### src/rtl/traffic_phase_sched.sv
// Two-road intersection phase sequencer: main road owns the junction by default; side road is
// granted on a 3-of-5 sensor majority or a latched pedestrian request; emergency pre-empts to main.
module traffic_phase_sched #(
  parameter int CNT_W     = 8,
  parameter int MIN_GREEN = 8,
  parameter int MAX_SIDE  = 6,
  parameter int MIN_SIDE  = 2,
  parameter int YELLOW_T  = 3,
  parameter int ALLRED_T  = 2
) (
  input  logic       clk,
  input  logic       rst,
  input  logic [4:0] sensor,
  input  logic       ped_req,
  input  logic       emergency,
  output logic [2:0] main_lights,
  output logic [2:0] side_lights,
  output logic       ped_walk,
  output logic [2:0] phase,
  output logic       phase_start
);

  typedef enum logic [2:0] {
    MAIN_GREEN  = 3'd0,
    MAIN_YELLOW = 3'd1,
    ALL_RED_A   = 3'd2,
    SIDE_GREEN  = 3'd3,
    SIDE_YELLOW = 3'd4,
    ALL_RED_B   = 3'd5
  } state_e;

  localparam logic [2:0] L_RED = 3'b100;
  localparam logic [2:0] L_YEL = 3'b010;
  localparam logic [2:0] L_GRN = 3'b001;

  localparam logic [CNT_W-1:0] T_MIN_GREEN = CNT_W'(MIN_GREEN - 1);
  localparam logic [CNT_W-1:0] T_MAX_SIDE  = CNT_W'(MAX_SIDE - 1);
  localparam logic [CNT_W-1:0] T_MIN_SIDE  = CNT_W'(MIN_SIDE - 1);
  localparam logic [CNT_W-1:0] T_YELLOW    = CNT_W'(YELLOW_T - 1);
  localparam logic [CNT_W-1:0] T_ALLRED    = CNT_W'(ALLRED_T - 1);

  // State kept as raw bits so the unused codes 6/7 stay representable and recoverable.
  logic [2:0]       state_q, state_d;
  logic [CNT_W-1:0] tmr_q, tmr_d;
  logic             ped_pend_q, ped_pend_d;
  logic [2:0]       main_q, main_d;
  logic [2:0]       side_q, side_d;
  logic             walk_q, walk_d;
  logic             start_q, start_d;

  logic [2:0] pop;
  logic       vote;
  logic       side_req;
  logic       chg;

  always_comb begin
    pop = 3'd0;
    for (int i = 0; i < 5; i++) pop = pop + 3'(sensor[i]);
  end

  assign vote     = (pop >= 3'd3);
  assign side_req = vote | ped_pend_q;

  always_comb begin
    state_d = state_q;
    case (state_q)
      MAIN_GREEN:
        if (tmr_q >= T_MIN_GREEN && side_req && !emergency) state_d = MAIN_YELLOW;
      MAIN_YELLOW:
        if (tmr_q == T_YELLOW) state_d = ALL_RED_A;
      ALL_RED_A:
        if (tmr_q == T_ALLRED) state_d = emergency ? MAIN_GREEN : SIDE_GREEN;
      SIDE_GREEN:
        if (emergency || tmr_q == T_MAX_SIDE || (tmr_q >= T_MIN_SIDE && !vote))
          state_d = SIDE_YELLOW;
      SIDE_YELLOW:
        if (tmr_q == T_YELLOW) state_d = ALL_RED_B;
      ALL_RED_B:
        if (tmr_q == T_ALLRED) state_d = MAIN_GREEN;
      default:
        state_d = MAIN_GREEN;
    endcase
  end

  assign chg = (state_d != state_q);

  always_comb begin
    tmr_d = tmr_q;
    if (chg)         tmr_d = '0;
    else if (~&tmr_q) tmr_d = tmr_q + 1'b1;
  end

  // Entering side green consumes the request, even one arriving on that same clock.
  always_comb begin
    ped_pend_d = ped_pend_q;
    if (state_d == SIDE_GREEN && state_q != SIDE_GREEN) ped_pend_d = 1'b0;
    else if (ped_req && state_q != SIDE_GREEN)          ped_pend_d = 1'b1;
  end

  // Lights decode from next state so the registered outputs switch on the state edge.
  always_comb begin
    main_d  = L_GRN;
    side_d  = L_RED;
    walk_d  = 1'b0;
    start_d = chg;
    case (state_d)
      MAIN_YELLOW: begin main_d = L_YEL; side_d = L_RED; end
      ALL_RED_A,
      ALL_RED_B:   begin main_d = L_RED; side_d = L_RED; end
      SIDE_GREEN:  begin main_d = L_RED; side_d = L_GRN; walk_d = 1'b1; end
      SIDE_YELLOW: begin main_d = L_RED; side_d = L_YEL; end
      default:     begin main_d = L_GRN; side_d = L_RED; end
    endcase
  end

  always_ff @(posedge clk) begin
    if (rst) begin
      state_q    <= MAIN_GREEN;
      tmr_q      <= '0;
      ped_pend_q <= 1'b0;
      main_q     <= L_GRN;
      side_q     <= L_RED;
      walk_q     <= 1'b0;
      start_q    <= 1'b0;
    end else begin
      state_q    <= state_d;
      tmr_q      <= tmr_d;
      ped_pend_q <= ped_pend_d;
      main_q     <= main_d;
      side_q     <= side_d;
      walk_q     <= walk_d;
      start_q    <= start_d;
    end
  end

  assign main_lights = main_q;
  assign side_lights = side_q;
  assign ped_walk    = walk_q;
  assign phase       = state_q;
  assign phase_start = start_q;

endmodule

### config.mk
export PLATFORM = sky130hd
export DESIGN_NAME = traffic_phase_sched
export DESIGN_NICKNAME = d
export VERILOG_FILES = /design/src/rtl/traffic_phase_sched.sv
export SDC_FILE = /design/constraint.sdc
export NUM_CORES = 1
export LEC_CHECK = 0
export BUFFER_PORTS_ARGS = -buffer_cell sky130_fd_sc_hd__buf_2
export CAP_MARGIN = 20
export CELL_PAD_IN_SITES_DETAIL_PLACEMENT = 0
export CELL_PAD_IN_SITES_GLOBAL_PLACEMENT = 2
export CORE_MARGIN = 1.5
export CORE_UTILIZATION = 33
export CTS_BUF_LIST = sky130_fd_sc_hd__clkbuf_16
export CTS_CLUSTER_DIAMETER = 120
export DETAILED_ROUTE_END_ITERATION = 10
export HOLD_SLACK_MARGIN = 0.1
export PLACE_DENSITY_LB_ADDON = 0.1
export SYNTH_ARGS = -nofsm -noshare
export SYNTH_HDL_FRONTEND = slang
export SYNTH_SLANG_ARGS = --single-unit
### constraint.sdc
create_clock -name clk -period 3 [get_ports clk]
set_clock_uncertainty 0.1 [all_clocks]
set_input_delay 0.15 -clock clk [delete_from_list [all_inputs] [get_ports clk]]
set_output_delay 0.15 -clock clk [all_outputs]
set_load 0.005 [all_outputs]
== Word-level counts from Yosys, hierarchy flattened ==
Cells that the tools add are included.

* $lt $le $gt $ge: 3
* Bitwise logic cells: 1
* Equality and inequality tests: 15
* $add $sub $neg: 5
* Reduce and logical (&&, ||, !) cells: 14
* Mux-type cells: 11

{| class="wikitable"
|+ Operator list
! operator !! count
|-
| $mux 3 || 6
|-
| $pmux 3 s6 || 1
|-
| $eq 3x2->1 const B || 4
|-
| $eq 3x3->1 const B || 4
|-
| $pmux 3 s2 || 2
|-
| $add 8x1->8 const B || 1
|-
| $eq 8x1->1 const B || 1
|-
| $eq 8x2->1 const B || 1
|-
| $eq 8x3->1 const B || 1
|-
| $ge 8x1->1 const B || 1
|-
| $ge 8x3->1 const B || 1
|-
| $reduce_and 8->1 || 1
|-
| $add 3x1->3 || 2
|-
| $eq 3x1->1 const B || 2
|-
| $logic_and 1x1->1 || 5
|-
| $reduce_or 2->1 || 2
|-
| $reduce_or 4->1 || 1
|-
| $add 2x1->3 || 1
|-
| $ge 3x2->1 const B || 1
|-
| $logic_not 3->1 || 1
|-
| $ne 3x2->1 const B || 1
|-
| $ne 3x3->1 || 1
|-
| $add 1x1->2 || 1
|-
| $logic_not 1->1 || 2
|-
| other kinds (4) || 5
|}

* Output and inout port bits: 11
* Input port bits: 9
* Bits in registers: 20

== Longest topological paths before layout ==
Gate-level depths: netlist of the first run.

* Depth in word-level cells: 13
* Depth in mapped cells: 11

== Worst setup path after synthesis of the first run ==
No wires, ideal clock.

* Path kind: input -> register
* Start: input sensor[0]
* End: register tmr_q[6]
* Stages on the path: 10
* Arrival time: 2.445 ns
* Path buffers: 0
* Path slack: 0.356 ns
* Data required time: 2.800 ns
* Cells stage by stage: inv_1 -> fa_1 -> fa_1 -> inv_1 -> ha_1 -> nor3b_1 -> o22ai_1 -> a311oi_2 -> o2111ai_4 -> a2111oi_4

* Word-level cells in the longest chain between the ends: 12

{| class="wikitable"
|+ RTL lines
! element !! line !! RTL
|-
| from (decl) || 13 || <nowiki>input logic [4:0] sensor,</nowiki>
|-
| $add 1x1->2 * || 58 || <nowiki>for (int i = 0; i < 5; i++) pop = pop + 3'(sensor[i]);</nowiki>
|-
| $add 2x1->3 * || 58 ||
|-
| $add 3x1->3 * (2 in series) || 58 ||
|-
| $ge 3x2->1 * || 61 || <nowiki>assign vote = (pop >= 3'd3);</nowiki>
|-
| $or 1x1->1 or $logic_not 1->1 (tied branches) || 62, 74 ||
|-
| $logic_and 1x1->1, on equally long branches || 68, 74 ||
|-
| $logic_and 1x1->1 or $logic_or 1x1->1 (tied branches) || 68, 74 ||
|-
| $mux 3, on equally long branches || 68, 74 ||
|-
| $pmux 3 s6 * || 66 || <nowiki>case (state_q)</nowiki>
|-
| $ne 3x3->1 * || 85 || <nowiki>assign chg = (state_d != state_q);</nowiki>
|-
| $reduce_or 2->1 (no source line) * || -- ||
|-
| to (signal assigned) || 127 || <nowiki>tmr_q <= tmr_d;</nowiki>
|-
| to (decl) || 44 || <nowiki>logic [CNT_W-1:0] tmr_q, tmr_d;</nowiki>
|}

Mark *: on every way between the ends. The rest lies on a longest branch, timed or not.
A chain may end at the register's enable or synchronous reset.

== Worst setup path in the final report of the first run ==
Ends and elaborated chain as after synthesis.

==> impl_metrics.env, run 1 <==
export IMPL_outcome="finished clean"
export IMPL_reg2reg_from="tmr_q[3]$_SDFFE_PP0N_"
export IMPL_p_per_area_nw_per_um2=495
export IMPL_core_sq_um=3420
export IMPL_tightestPinTransition_ns=0.847
export IMPL_place_area_sq_um=1340
export IMPL_antenna_cells=0
export IMPL_clk_pin_slew_ns=0.06
export IMPL_ant_nets=0
export IMPL_layout_nets=173
export IMPL_path_class="in2reg"
export IMPL_clockRootBuffer="clkbuf_16"
export IMPL_synth_area_top_cells="dfxtp_1, ha_1, nor3_1"
export IMPL_seq_area_frac_synth_pct=31.5
export IMPL_worstPathArrival_ns=2.72
export IMPL_dieArea_sq_um=4030
export IMPL_cp_required_ns=3.06
export IMPL_critPathLaunchType="input port"
export IMPL_drtIter0Drc=26
export IMPL_rsz0062_at_grt="false"
export IMPL_htreeDepth=1
export IMPL_final_area_sq_um=1430
export IMPL_cts_setup_buffers=0
export IMPL_period_share_pct=88.9
export IMPL_synth_edf_count=0
export IMPL_ys_types=45
export IMPL_cap_violations=0
export IMPL_hold_viol=0
export IMPL_cts_inserted_buffers=3
export IMPL_ys_seq_elements=19
export IMPL_drv_slew=0
export IMPL_synth_most_common_cell="dfxtp_1"
export IMPL_tns_ns=0
export IMPL_synth_nets=155
export IMPL_layout_drive_gt1_share_pct=21.9
export IMPL_dieHeight_um=63.5
export IMPL_dpl_hpwl_um=1960
export IMPL_fmax_mhz=375
export IMPL_worstSkewPairLatency_ns=0.25
export IMPL_grt_overflow_total=0
export IMPL_wl_met1_um=1260
export IMPL_reg2regPathDepth=5
export IMPL_leakage_uw=0.000594
export IMPL_drc_errors=0
export IMPL_syn_to_final_growth_pct=18.5
export IMPL_async_reset_ff_share_pct=0
export IMPL_numPortBuffers=19
export IMPL_cts_tree="yes"
export IMPL_vias=1027
export IMPL_place_gp_congestion=0.727
export IMPL_drt_vias_per_instance=5.11
export IMPL_wl_met2_um=1230
export IMPL_syn_inst=138
export IMPL_synth_ff_type="dfxtp_1"
export IMPL_grtUsageTotal_pct=14.1
export IMPL_grt_max_degree=20
export IMPL_synth_common_cells="dfxtp_1, inv_1, nor2_1, nor3_1"
export IMPL_syn_area_sq_um=1210
export IMPL_die_x_um=63.5
export IMPL_wl_per_cell_um=13.0
export IMPL_total_power_uw=708
export IMPL_fillers=374
export IMPL_setup_violations=0
export IMPL_grt_pass1_wl_um=4470
export IMPL_clock_path_buffers=2
export IMPL_synth_top_area_share_pct=31.5
export IMPL_slew_limit_headroom_pct=43.1
export IMPL_min_path_type="in2reg"
export IMPL_yosysWarnings=0
export IMPL_post_cts_resized=0
export IMPL_initial_core_util_pct=35.3
export IMPL_grt_pass1_vias=1005
export IMPL_antenna_found_initial=0
export IMPL_crit_path_max_fanout=9
export IMPL_highest_signal_layer="met4"
export IMPL_synth_area_leader_cell="dfxtp_1"
export IMPL_dr_wl_met3_um=88
export IMPL_fin_util_pct=41.8
export IMPL_vdd_drop_max_uv=227
export IMPL_clock_sinks=19
export IMPL_wl_um=2610
export IMPL_pin_count=20
export IMPL_avgSynthCellArea_sq_um=8.74
export IMPL_dr_pass1_iters=4
export IMPL_r2r_end="tmr_q[6]$_SDFFE_PP0N_"
export IMPL_min_from="rst"
export IMPL_hold_end="phase[0]$_SDFF_PP0_"
export IMPL_hold_depth=2
export IMPL_r2r_slack_ns=0.40
export IMPL_post_route_min_period_ns=2.67
export IMPL_endpoint_kind="register"
export IMPL_rows=21
[worst max path at each step]
stage / from / end / slack (ns) / cells past startpoint
floorplan: sensor[0] / tmr_q[6]$_SDFFE_PP0N_ / 0.36 / 10
global placement: sensor[0] / tmr_q[6]$_SDFFE_PP0N_ / 0.13 / 11
detailed placement: sensor[0] / tmr_q[6]$_SDFFE_PP0N_ / 0.09 / 11
CTS: sensor[0] / tmr_q[6]$_SDFFE_PP0N_ / 0.30 / 11
global route: sensor[0] / tmr_q[6]$_SDFFE_PP0N_ / 0.01 / 11
finish: sensor[0] / tmr_q[6]$_SDFFE_PP0N_ / 0.33 / 11
[power breakdown]
part | switching [uW] | internal, uW
Clock | 104 | 180
Sequential | 15.5 | 266
Combinational | 77.9 | 64.1
Total | 197 | 511
[routing by layer]
metal,vias up,GRT usage (%)
met3,4,3.39
met1,473,18.2
li1,528,-
met2,22,22.6
met5,-,0
met4,0,5.71
[through the flow]
stage,setup WS [ns],hold WS [ns],instances
finish,0.334,0.190,201
global route,0.0148,0.242,201
CTS,0.305,0.187,201
detailed placement,0.0894,0.352,196
global placement,0.127,0.335,196
floorplan,0.356,0.237,138
[final cells by class]
| cell class | count | area (sq um) | share of cell area (%) |
|---|---|---|---|
| multi-input combinational | 97 | 739 | 51.8 |
| sequential | 19 | 380 | 26.6 |
| timing repair buffer | 22 | 120 | 8.41 |
| clock buffer | 3 | 75.1 | 5.25 |
| tap | 46 | 57.6 | 4.03 |
| inverter | 13 | 48.8 | 3.42 |
| clock inverter | 1 | 7.51 | 0.525 |
[worst max-delay path, cell delays in order]
cell and delay, ns:
buf_2 0.07, inv_1 0.04, fa_1 0.49, fa_1 0.36, inv_1 0.08, ha_1 0.11, nor3b_1 0.31, o22ai_1 0.19
a311oi_2 0.36, o2111ai_4 0.24, a2111oi_4 0.31
[flip-flops by register name, summed over array words and instances (netlist names)]
signal,flops
tmr_q,8
main_lights,3
phase,3
side_lights,3
ped_pend_q,1
phase_start,1
[cell usage in the layout (no fill, tap or decap), drive strengths merged, types with 4 or more instances in the layout]
cell / n
buf: 21
dfxtp: 19
inv: 13
nor2: 13
nor3: 10
nand2: 7
ha: 6
nor2b: 5
nand3: 5
a31oi: 4
[what timing repair did]
item | in CTS | in global routing
setup endpoints to repair | 0 | 0
hold buffers | 1 | 0
endpoints found under the hold margin | 1 | 0
[cells by family (layout without fill, tap and decap cells)]
family	Yosys count	after routing	share of synthesized area (%)
xor gates and xnor gates	3	3	2.18
buffers and inverters	22	39	7.16
DFF	19	19	31.5
AOI/OAI and AO/OA	24	24	19.1
muxes	5	5	4.36
adders and majority gates	8	8	9.54
and+or+nand+nor	57	57	26.1
Power figures use the tool's default switching activity.
==> inputs of run 2 (changes only) <==
CORE_ASPECT_RATIO = 0.8   (was default)
GPL_TIMING_DRIVEN = 0   (was default)
HOLD_SLACK_MARGIN = 0.12   (was 0.1)
==> impl_metrics.env, run 2 (synthesized netlist as in run 1, its figures left out) <==
export IMPL_drv_slew=0
export IMPL_rsz0062_at_grt="false"
export IMPL_setup_violations=0
export IMPL_grtUsageTotal_pct=14.1
export IMPL_vias=1042
export IMPL_min_path_type="in2reg"
export IMPL_path_cells="or4_4, nor3_1, nand4_1, and4b_1, clkbuf_1, a21o_1"
export IMPL_min_from="rst"
export IMPL_period_share_pct=89.6
export IMPL_worstPathArrival_ns=2.73
export IMPL_wl_per_cell_um=13.1
export IMPL_dr_pass1_iters=4
export IMPL_drtIter0Drc=46
export IMPL_cp_required_ns=3.04
export IMPL_reg2reg_from="tmr_q[3]$_SDFFE_PP0N_"
export IMPL_tns_ns=0
export IMPL_cts_tree="yes"
export IMPL_final_common_cell="dfxtp_1"
export IMPL_total_power_uw=696
export IMPL_cp_slowest_stage_delay_ns=0.62
export IMPL_drt_vias_per_instance=5.13
export IMPL_wl_um=2670
export IMPL_initial_core_util_pct=34.8
export IMPL_crit_path_max_fanout=7
export IMPL_hold_viol=0
export IMPL_dieHeight_um=57.1
export IMPL_clk_pin_slew_ns=0.05
export IMPL_leakage_uw=0.000599
export IMPL_path_class="reg2reg"
export IMPL_post_cts_resized=0
export IMPL_layout_nets=179
export IMPL_post_route_min_period_ns=2.69
export IMPL_final_cell_mix="dfxtp_1, buf_2, inv_1, nor2_1, nor3_1"
export IMPL_ant_nets=0
export IMPL_dieArea_sq_um=4030
export IMPL_cts_inserted_buffers=3
export IMPL_critPathLaunchType="register"
export IMPL_tightestPinTransition_ns=0.790
export IMPL_grt_pass1_wl_um=4530
export IMPL_vdd_drop_max_uv=218
export IMPL_grt_max_degree=12
export IMPL_crit_slowest_cell="nor3_1"
export IMPL_clock_sinks=19
export IMPL_pin_count=20
export IMPL_dpl_hpwl_um=2040
export IMPL_core_sq_um=3470
export IMPL_endpoint_kind="register"
export IMPL_rows=19
export IMPL_final_area_sq_um=1440
export IMPL_clockRootBuffer="clkbuf_16"
export IMPL_largest_reg_flops=8
export IMPL_grt_pass1_vias=992
export IMPL_slew_limit_headroom_pct=47.0
export IMPL_outcome="finished clean"
export IMPL_drc_errors=0
export IMPL_clock_path_buffers=2
export IMPL_numPortBuffers=18
export IMPL_crit_start="tmr_q[3]$_SDFFE_PP0N_"
export IMPL_place_area_sq_um=1350
export IMPL_largest_register="tmr_q"
export IMPL_p_per_area_nw_per_um2=483
export IMPL_worstSkewPairLatency_ns=0.25
export IMPL_antenna_cells=0
export IMPL_place_gp_congestion=0.804
export IMPL_die_x_um=70.6
export IMPL_cap_violations=0
export IMPL_syn_to_final_growth_pct=19.3
export IMPL_grt_overflow_total=0
export IMPL_fmax_mhz=372
export IMPL_layout_drive_gt1_share_pct=19.9
export IMPL_htreeDepth=1
export IMPL_antenna_found_initial=0
-- run 2: changes by cell type in the layout (fill, tap and decap cells not counted), sizes merged --
cell	previous run	this run
buf	21	20
clkbuf	3	10
clkinv	0	1
clkinvlp	1	0
-- run 2: path summary, 6_finish.rpt --
| path | end | slack [ns] | depth (start not counted) |
|---|---|---|---|
| setup / recovery | main_lights[0]$_SDFF_PP1_ | 0.31 | 6 |
| hold reg to reg | ped_pend_q$_SDFFE_PP0P_ | 0.41 | 2 |
| setup reg to reg | main_lights[0]$_SDFF_PP1_ | 0.31 | 6 |
| hold / removal | phase_start$_SDFF_PP0_ | 0.26 | 2 |
-- run 2: timing repair --
item	4_1_cts	5_1_grt
endpoints found under the hold margin	1	0
buffers inserted	0	0
hold buffers	1	0
-- run 2: final cells by class --
class,instances,area [sq um]
clock inverters,1,5.00
plain buffers,9,37.5
multi-input cells,97,739
clock buffers,3,75.1
repair buffers,19,100
fillers,356,2030
inverters,13,48.8
flip-flops and latches,19,380
well taps,42,52.6
-- run 2: metrics by stage --
stage | hold WS (ns) | utilization [%] | cells | setup slack (ns)
final | 0.259 | 41.5 | 203 | 0.311
after global routing | 0.332 | 41.5 | 203 | 0.0794
after CTS | 0.293 | 41.5 | 203 | 0.301
after detailed placement | 0.353 | 38.9 | 198 | 0.0342
after global placement | 0.341 | 38.9 | 198 | 0.0576
after floorplan | 0.237 | - | 138 | 0.356
-- run 2: report_power, final --
part	internal (uW)	leakage [uW]	total (uW)	switching (uW)
sequential	267	0.000154	276	9.66
clock	178	0.0000409	270	91.5
combinational	63.3	0.000404	149	86.2
-- run 2: per-layer routing --
metal | share of wire, % | GRT usage, %
met1 | 53 | 21.0
met2 | 42 | 20.2
met3 | 4.2 | 3.89
met4 | 0.64 | 3.77
met5 | 0 | 0
-- run 2: worst max-delay path: cells and delay by family, from the launching register on --
kind | cells | cell delay (ns)
AOI/OAI and AO/OA | 1 | 0.19
buffers and inverters | 1 | 0.17
and+or+nand+nor | 4 | 1.76
DFF | 1 | 0.36
==> inputs of run 3 (changes only) <==
ABC_AREA = 1   (was default)
CORE_UTILIZATION = 30   (was 33)
==> impl_metrics.env, run 3 <==
export IMPL_outcome="finished clean"
export IMPL_drtIter0Drc=35
export IMPL_antenna_found_initial=0
export IMPL_hold_depth=5
export IMPL_rsz0062_at_grt="false"
export IMPL_fillers=390
export IMPL_met3_usage_pct=4.17
export IMPL_tightestPinTransition_ns=0.375
export IMPL_period_share_pct=77.4
export IMPL_post_cts_resized=0
export IMPL_drc_errors=0
export IMPL_worstPathArrival_ns=2.41
export IMPL_dieArea_sq_um=4130
export IMPL_dieHeight_um=57.8
export IMPL_met1_usage_pct=16.1
export IMPL_place_gp_congestion=0.791
export IMPL_power_internal_uw=468
export IMPL_p_sw_share_pct=24.7
export IMPL_die_x_um=71.5
export IMPL_cts_setup_buffers=0
export IMPL_drv_slew=0
export IMPL_p_per_area_nw_per_um2=457
export IMPL_syn_inst=159
export IMPL_cp_num_buf_inv=3
export IMPL_crit_start="sensor[0]"
export IMPL_vias=987
export IMPL_synth_area_top_cells="dfxtp_1, inv_1, nor2_1"
export IMPL_async_reset_ff_share_pct=0
export IMPL_final_area_sq_um=1360
export IMPL_wl_um=2270
export IMPL_grt_pass1_vias=858
export IMPL_grt_busiest_layer="met2"
export IMPL_clock_power_share_pct=45.6
export IMPL_synth_common_cells="inv_1, nor2_1, dfxtp_1, nand2_1, nand3_1"
export IMPL_dpl_hpwl_um=1830
export IMPL_min_path_type="in2reg"
export IMPL_antenna_cells=0
export IMPL_htreeDepth=1
export IMPL_min_from="ped_req"
export IMPL_switchingPower_uw=154
export IMPL_drt_vias_per_instance=4.41
export IMPL_place_area_sq_um=1270
export IMPL_synth_edf_count=0
export IMPL_syn_area_sq_um=1120
export IMPL_ant_nets=0
export IMPL_crit_path_max_fanout=8
export IMPL_reg2regPathDepth=9
export IMPL_grtUsageTotal_pct=11.5
export IMPL_setup_violations=0
export IMPL_clk_pin_slew_ns=0.06
export IMPL_grt_pass1_wl_um=3680
export IMPL_grt_max_degree=13
export IMPL_layout_drive_gt1_share_pct=19.2
export IMPL_crit_slowest_cell="fa_1"
export IMPL_path_class="in2reg"
export IMPL_synth_most_common_cell="inv_1"
export IMPL_cts_inserted_buffers=3
export IMPL_ys_types=24
export IMPL_layout_nets=200
export IMPL_cpLargestDelayFamily="adder cells"
export IMPL_synth_ff_type="dfxtp_1"
export IMPL_rows=19
export IMPL_cap_violations=0
export IMPL_wl_per_cell_um=10.1
export IMPL_core_sq_um=3520
export IMPL_path_cells="buf_2, inv_1, fa_1, fa_1, inv_1, ha_1, nand3_1, nand2_1, nor2_1, nor2_1, nor2_4, nand2_2, nand2_2, nand4_4, nor2_1"
export IMPL_critPathLaunchType="input port"
export IMPL_path_depth=15
export IMPL_clock_sinks=19
export IMPL_avgSynthCellArea_sq_um=7.07
export IMPL_tns_ns=0
export IMPL_final_cell_mix="inv_1, nor2_1, buf_2, nand2_1, dfxtp_1"
export IMPL_cp_slowest_stage_delay_ns=0.48
export IMPL_yosysWarnings=0
export IMPL_final_common_cell="inv_1"
export IMPL_slew_limit_headroom_pct=74.8
export IMPL_syn_to_final_growth_pct=20.9
export IMPL_cp_required_ns=3.09
export IMPL_fmax_mhz=431
export IMPL_clock_path_buffers=2
export IMPL_initial_core_util_pct=32.0
export IMPL_place_inst=219
export IMPL_ys_seq_elements=19
export IMPL_critPathMostFrequentCell="nor2_1"
export IMPL_dr_pass1_iters=6
export IMPL_largest_reg_flops=8
export IMPL_pin_count=20
export IMPL_cts_tree="yes"
export IMPL_worstSkewPairLatency_ns=0.25
export IMPL_combPwrFrac_pct=12.1
export IMPL_numPortBuffers=18
export IMPL_grt_use_met2_pct=17.5
export IMPL_synth_top_area_share_pct=33.8
export IMPL_post_route_min_period_ns=2.32
export IMPL_synth_nets=176
export IMPL_vdd_drop_max_uv=261
export IMPL_grt_overflow_total=0
export IMPL_endpoint_kind="register"
export IMPL_reg2reg_from="tmr_q[1]$_SDFFE_PP0N_"
export IMPL_hold_viol=0
export IMPL_leakage_uw=0.000679
export IMPL_clockRootBuffer="clkbuf_16"
export IMPL_power_frac_seq_pct=42.3
export IMPL_largest_register="tmr_q"
export IMPL_synth_area_leader_cell="dfxtp_1"
export IMPL_final_cell_count_no_fill=224
export IMPL_seq_area_frac_synth_pct=33.8
## run 3: cell types whose count changed in the layout (fill, tap and decap cells not counted), moves of 4 or more
cell	change
inv_1	+20
clkbuf_1	-7
nor3_1	-4
nor2_1	+18
nand2_1	+12
nand3_1	+5
o21ai_0	+5
nor2b_1	-5
## run 3: worst paths after layout
path	slack, ns	end
max	0.68	tmr_q[2]$_SDFFE_PP0N_
min	0.14	ped_pend_q$_SDFFE_PP0P_
max reg2reg	1.11	tmr_q[2]$_SDFFE_PP0N_
min reg2reg	0.41	ped_pend_q$_SDFFE_PP0P_
## run 3: cell families (layout without fill, tap and decap cells)
kind of cell | after synthesis | after routing | synth area share, %
compound gates | 17 | 17 | 8.34
fa+ha+maj | 8 | 8 | 10.2
simple gates | 75 | 75 | 32.5
flops | 19 | 19 | 33.8
buf+inv | 37 | 60 | 12.8
xor+xnor | 3 | 3 | 2.34
## run 3: power by group through the flow
stage                     Sequential (uW)  Clock (uW)  Combinational (uW)
after floorplan                       267           0                57.6
after global placement                268           0                75.3
after detailed placement              268           0                75.1
after CTS                             263         295                76.9
after global routing                  263         304                88.4
final                                 263         284                75.3
## run 3: area by class of cell
type                            instances  area [sq um]  area share, %
Multi-Input combinational cell        103           601           44.2
Sequential cell                        19           380           28.0
Inverter                               35           131           9.66
Timing Repair Buffer                   19           100           7.36
Clock buffer                            3          75.1           5.52
Tap cell                               42          52.6           3.86
Buffer                                  2          12.5          0.920
Clock inverter                          1          7.51          0.552
## run 3: through the flow
step / setup WS (ns) / total power, uW / hold WS [ns] / util (%)
floorplan: 0.735 / 325 / 0.287 / -
global placement: 0.405 / 344 / 0.324 / 36.0
detailed placement: 0.399 / 344 / 0.327 / 36.0
CTS: 0.648 / 635 / 0.145 / 38.7
global route: 0.474 / 656 / 0.170 / 38.7
finish: 0.679 / 622 / 0.140 / 38.7
## run 3: metal layers
layer	vias up	wire [um]	part of all wire [%]
li1	532	-	-
met4	0	0	0
met1	435	1240	55
met2	20	917	40
met3	0	111	4.9
met5	-	0	0
## run 3: what timing repair did
action | 4_1_cts | 5_1_grt
endpoints found under the hold margin | 7 | 0
hold buffers | 1 | 0
setup endpoints to repair | 0 | 0
## run 3: tightest hold or removal path: stages
cell and delay, ns:
buf_2 0.07, inv_1 0.03, nor2_1 0.09, o211ai_1 0.08, inv_1 0.05
